File: src/rtl/piso_squeeze_ctrl.sv
// piso_squeeze_ctrl: sequences Keccak squeeze blocks through a PISO, one word per valid/ready beat.
module piso_squeeze_ctrl #(
    parameter int WIDTH = 64,
    parameter int DEPTH = 21,
    parameter int LEN_W = 16
) (
    input  logic             clk,
    input  logic             rst,
    input  logic             start,
    input  logic [LEN_W-1:0] len_words,
    input  logic             block_valid,
    output logic             block_ready,
    output logic             perm_next,
    output logic             piso_en,
    output logic             piso_sel,
    output logic             dout_valid,
    input  logic             dout_ready,
    output logic             dout_last,
    output logic             busy,
    output logic             done
);
    localparam int LC_W = (DEPTH > 1) ? $clog2(DEPTH) : 1;
    localparam logic [LC_W-1:0] LAST_LANE = LC_W'(DEPTH - 1);
    localparam logic [1:0] IDLE = 2'd0, WAIT_BLK = 2'd1, SHIFT = 2'd2, FIN = 2'd3;

    if (WIDTH < 1 || DEPTH < 2 || LEN_W < 1) begin : g_bad_params
        $error("piso_squeeze_ctrl: WIDTH>=1, DEPTH>=2 and LEN_W>=1 required");
    end

    logic [1:0]       state;
    logic [LEN_W-1:0] remain;
    logic [LC_W-1:0]  lane_cnt;
    logic             load, shift;

    assign load        = (state == WAIT_BLK) && block_valid;
    assign shift       = (state == SHIFT) && dout_ready;
    assign block_ready = state == WAIT_BLK;
    assign dout_valid  = state == SHIFT;
    assign piso_en     = load || shift;
    assign piso_sel    = shift;
    assign dout_last   = dout_valid && (remain == LEN_W'(1));
    assign busy        = state != IDLE;
    assign done        = state == FIN;

    always_ff @(posedge clk or posedge rst) begin
        if (rst) begin
            state     <= IDLE;
            remain    <= '0;
            lane_cnt  <= '0;
            perm_next <= 1'b0;
        end else begin
            perm_next <= 1'b0;
            case (state)
                IDLE: if (start) begin
                    remain <= len_words;
                    state  <= (len_words != '0) ? WAIT_BLK : FIN;
                end
                WAIT_BLK: if (block_valid) begin
                    lane_cnt <= '0;
                    state    <= SHIFT;
                end
                SHIFT: if (dout_ready) begin
                    remain <= remain - LEN_W'(1);
                    if (remain == LEN_W'(1)) begin
                        state <= FIN;
                    end else if (lane_cnt == LAST_LANE) begin
                        // block exhausted with words still owed: ask the core for more state
                        state     <= WAIT_BLK;
                        perm_next <= 1'b1;
                    end else begin
                        lane_cnt <= lane_cnt + LC_W'(1);
                    end
                end
                default: state <= IDLE;
            endcase
        end
    end
endmodule

File: config.mk
export PLATFORM = sky130hd
export DESIGN_NAME = piso_squeeze_ctrl
export DESIGN_NICKNAME = d
export VERILOG_FILES = /design/src/rtl/piso_squeeze_ctrl.sv
export SDC_FILE = /design/constraint.sdc
export NUM_CORES = 1
export LEC_CHECK = 0
export ABC_CLOCK_PERIOD_IN_PS = 2400
export BUFFER_PORTS_ARGS = -buffer_cell sky130_fd_sc_hd__buf_4
export CAP_MARGIN = 40
export CORE_MARGIN = 2
export CORE_UTILIZATION = 55
export CTS_BUF_LIST = sky130_fd_sc_hd__clkbuf_16
export CTS_CLUSTER_SIZE = 16
export DETAILED_ROUTE_END_ITERATION = 12
export PLACE_DENSITY_LB_ADDON = 0.25
export SYNTH_ARGS = -nofsm -noshare
export SYNTH_HDL_FRONTEND = slang
export SYNTH_SLANG_ARGS = --single-unit
File: constraint.sdc
create_clock -name clk -period 2.4 [get_ports clk]
set_input_delay 0.36 -clock clk [delete_from_list [all_inputs] [get_ports clk]]
set_output_delay 0.36 -clock clk [all_outputs]
set_load 0.005 [all_outputs]
==> impl_metrics.env <==
export IMPL_detail_route_vias_per_cell=6.62
export IMPL_synth_warning_count=0
export IMPL_synth_async_reset_ratio=1.00
export IMPL_antenna_found_initial=0
export IMPL_top_level_ports=29
export IMPL_port_buffers=28
export IMPL_root_buffer="clkbuf_16"
export IMPL_worstSetupPathDepth=6
export IMPL_synth_nets=208
export IMPL_die_height_um=58.4
export IMPL_post_synth_cell_area_avg_um2=8.88
export IMPL_report_final_hold_viol_count=0
export IMPL_timing_worst_slew_pin_value_ns=0.501
export IMPL_netlist_top_cell_by_area="dfrtp_1"
export IMPL_drtPass1Iterations=5
export IMPL_reg2reg_depth=6
export IMPL_n_fill_cell=210
export IMPL_top_achievable_clock_speed_mhz=464
export IMPL_design_die_area_um2=3410
export IMPL_global_route_wire_length_before_repair_mm=6.80
export IMPL_numClockSinks=24
export IMPL_timing_final_crit_period_ns=2.15
export IMPL_setup_repair_after_global_routing_missed_its_margin="false"
export IMPL_dieWidth_um=58.4
export IMPL_cts_tree="done"
export IMPL_pin_count_of_the_biggest_net_entering_global_routing=30
export IMPL_timing_critical_path_from_type="register"
export IMPL_post_cts_setup_buffer_count=0
export IMPL_cts_resized=0
export IMPL_p_per_area_nw_per_um2=1130
export IMPL_synthFlopType="dfrtp_1"
export IMPL_skew_ns=0.00423
export IMPL_global_placer_s_final_weighted_congestion=0.861
export IMPL_critical_path_max_stage_delay_ns=0.43
export IMPL_htree_levels=1
export IMPL_critPathRequiredTime_ns=2.04
export IMPL_worstPathBufferInverterCount=2
export IMPL_setup_total_negative_slack_ns=0
export IMPL_worstSkewPairLatency_ns=0.26
export IMPL_cts_path_max_buffers=2
export IMPL_finish_net_count=235
export IMPL_detail_route_drc_violations=0
export IMPL_worst_hold_path_type="primary input to async pin"
export IMPL_crit_type="register to output port"
export IMPL_cp_data_arrival_time_ns=1.79
export IMPL_worst_path_max_fanout=4
export IMPL_post_synth_inst_count=183
export IMPL_grt_pass1_vias=1461
export IMPL_synth_sequential_area_ratio=0.370
export IMPL_crit_family="simple AND/OR/NAND/NOR gates"
export IMPL_antenna_violating_nets_post_route=0
export IMPL_synth_cell_types=49
export IMPL_drive_above_1_share=0.225
export IMPL_postPlaceCellArea_um2=1850
export IMPL_netlist_area_um2=1630
export IMPL_drt_first_iter_violations=117
export IMPL_cts_made_buffers=3
export IMPL_setup_viol_count_final=0
export IMPL_postLayoutCellArea_um2=1950
export IMPL_layout_worst_path_cycle_share=0.897
export IMPL_status="complete, no violations"
export IMPL_std_cell_rows=19
export IMPL_total_global_route_track_usage=0.261
export IMPL_synth_top_cell_area_share=0.370
export IMPL_synth_area_leaders="dfrtp_1 37%, a21oi_1 4.3%, nor2_1 3.7%, nand2_1 3.5%, ha_1 3.1%"
export IMPL_ys_ff_latch=24
export IMPL_cap_violations=0
export IMPL_placeableCoreArea_um2=2780
export IMPL_p_leak_nw=0.810
export IMPL_post_cts_hold_buffer_count=0
export IMPL_dpl_hpwl_mm=2.80
export IMPL_detail_route_wl_per_cell_um=16.9
export IMPL_area_delta_synth_final_pct=20.2
export IMPL_num_vias=1589
export IMPL_crit_path_cell_trace="inv_1, ha_1, nor4b_1, nand4_1, nor2_1, buf_4"
export IMPL_clk_pin_slew_worst_paths_ns=0.06
export IMPL_end_kind="output port"
export IMPL_detail_route_wirelength_mm=4.06
export IMPL_synth_edff_count=0
export IMPL_drv_slew=0
export IMPL_initial_core_utilization=0.584
export IMPL_peak_vdd_ir_mv=0.957
export IMPL_antennaDiodeCount=0
export IMPL_overflow=0
export IMPL_relSlewSlack=0.665
export IMPL_cpMaxStageDelayCell="dfrtp_1"
[state kept, by name, indices dropped and copies added, names as in the netlist]
register   count
state          2
perm_next      1
remain        16
lane_cnt       5
[layout make-up]
cell class / instances / area, µm² / share of cell area
multi-input cells: 141 / 940 / 0.481
flip-flops and latches: 24 / 601 / 0.307
repair buffers: 32 / 240 / 0.123
clock buffers: 3 / 75.1 / 0.0384
well taps: 31 / 38.8 / 0.0198
clock inverters: 1 / 30.0 / 0.0154
inverters: 8 / 30.0 / 0.0154
[Yosys cell counts (2+ instances only)]
cell / count
ha_1: 4
nand2_2: 2
buf_2: 8
nand4b_1: 2
nor3_2: 2
and4_1: 2
a21oi_1: 14
o21ai_1: 8
o21ai_0: 3
nand4_1: 5
nor3_1: 6
nand2b_1: 2
or4_1: 3
nor2_1: 16
nand2_1: 15
o2bb2ai_1: 2
nor4_1: 2
o31ai_1: 2
nor4_4: 2
o22ai_1: 4
a2bb2oi_1: 5
o211ai_1: 2
and3_1: 2
nand3_1: 4
o311ai_1: 4
o22a_1: 3
nor4b_1: 2
mux2i_1: 4
inv_1: 7
a31oi_1: 2
a22oi_1: 3
dfrtp_1: 24
[path summary, 6_finish.rpt]
check	start	to	slack, ns
setup / recovery	remain[1]$_DFFE_PP0P_	dout_last	0.25
hold / removal	rst	perm_next$_DFF_PP0_	0.15
setup reg to reg	remain[1]$_DFFE_PP0P_	remain[12]$_DFFE_PP0P_	0.42
hold reg to reg	lane_cnt[4]$_DFFE_PP0P_	lane_cnt[4]$_DFFE_PP0P_	0.51
max in group asynchronous	rst	remain[3]$_DFFE_PP0P_	2.01
min in group clk	len_words[0]	remain[0]$_DFFE_PP0P_	0.36
[cells in the final DEF (no fill, tap or decap), types with 3 or more instances in the layout]
master / Yosys / layout
a2bb2oi_1: 5 / 5
o21ai_1: 8 / 8
o21ai_0: 3 / 3
clkbuf_16: 0 / 3
nor2_1: 16 / 16
a22oi_1: 3 / 3
o22a_1: 3 / 3
nand3_1: 4 / 4
ha_1: 4 / 4
nor3_1: 6 / 6
buf_4: 0 / 32
o311ai_1: 4 / 4
nand2_1: 15 / 15
inv_1: 7 / 7
mux2i_1: 4 / 4
nand4_1: 5 / 5
or4_1: 3 / 3
dfrtp_1: 24 / 24
a21oi_1: 14 / 14
o22ai_1: 4 / 4
[worst reg2reg max path, cell delays in order (launching register included)]
cell	delay, ns
dfrtp_1	0.43
inv_1	0.13
ha_1	0.24
nor4b_2	0.46
and4_1	0.31
a31oi_1	0.10
o22a_1	0.19
[logic make-up (layout without fill, tap and decap cells)]
group,Yosys count,after routing,synth area share
simple gates,77,77,0.290
compound gates,56,56,0.232
flops,24,24,0.370
buf+inv,18,44,0.0523
fa+ha+maj,4,4,0.0308
mux,4,4,0.0246
[power by group]
part / internal [mW] / switching, mW / total [mW]
Combinational: 0.402 / 0.481 / 0.884
Sequential: 0.568 / 0.278 / 0.846
Clock: 0.331 / 0.139 / 0.470
[through the flow]
step | hold WS (ns) | cells | power, mW | utilization | setup slack, ns
after floorplan | 0.375 | 183 | 1.45 | - | 0.701
after global placement | 0.429 | 236 | 1.66 | 0.665 | 0.602
after detailed placement | 0.435 | 236 | 1.70 | 0.665 | 0.531
after CTS | 0.159 | 240 | 2.19 | 0.703 | 0.249
after global routing | 0.183 | 240 | 2.35 | 0.703 | 0.0563
final | 0.146 | 240 | 2.20 | 0.703 | 0.247
[metal layers]
| metal | routed length (µm) | GRT usage | up-vias |
|---|---|---|---|
| li1 | - | - | 753 |
| met1 | 1780 | 0.368 | 749 |
| met2 | 1930 | 0.401 | 76 |
| met3 | 280 | 0.0462 | 11 |
| met4 | 70 | 0.103 | 0 |
| met5 | 0 | 0 | - |
No activity file was read; power rests on OpenSTA's default activity.
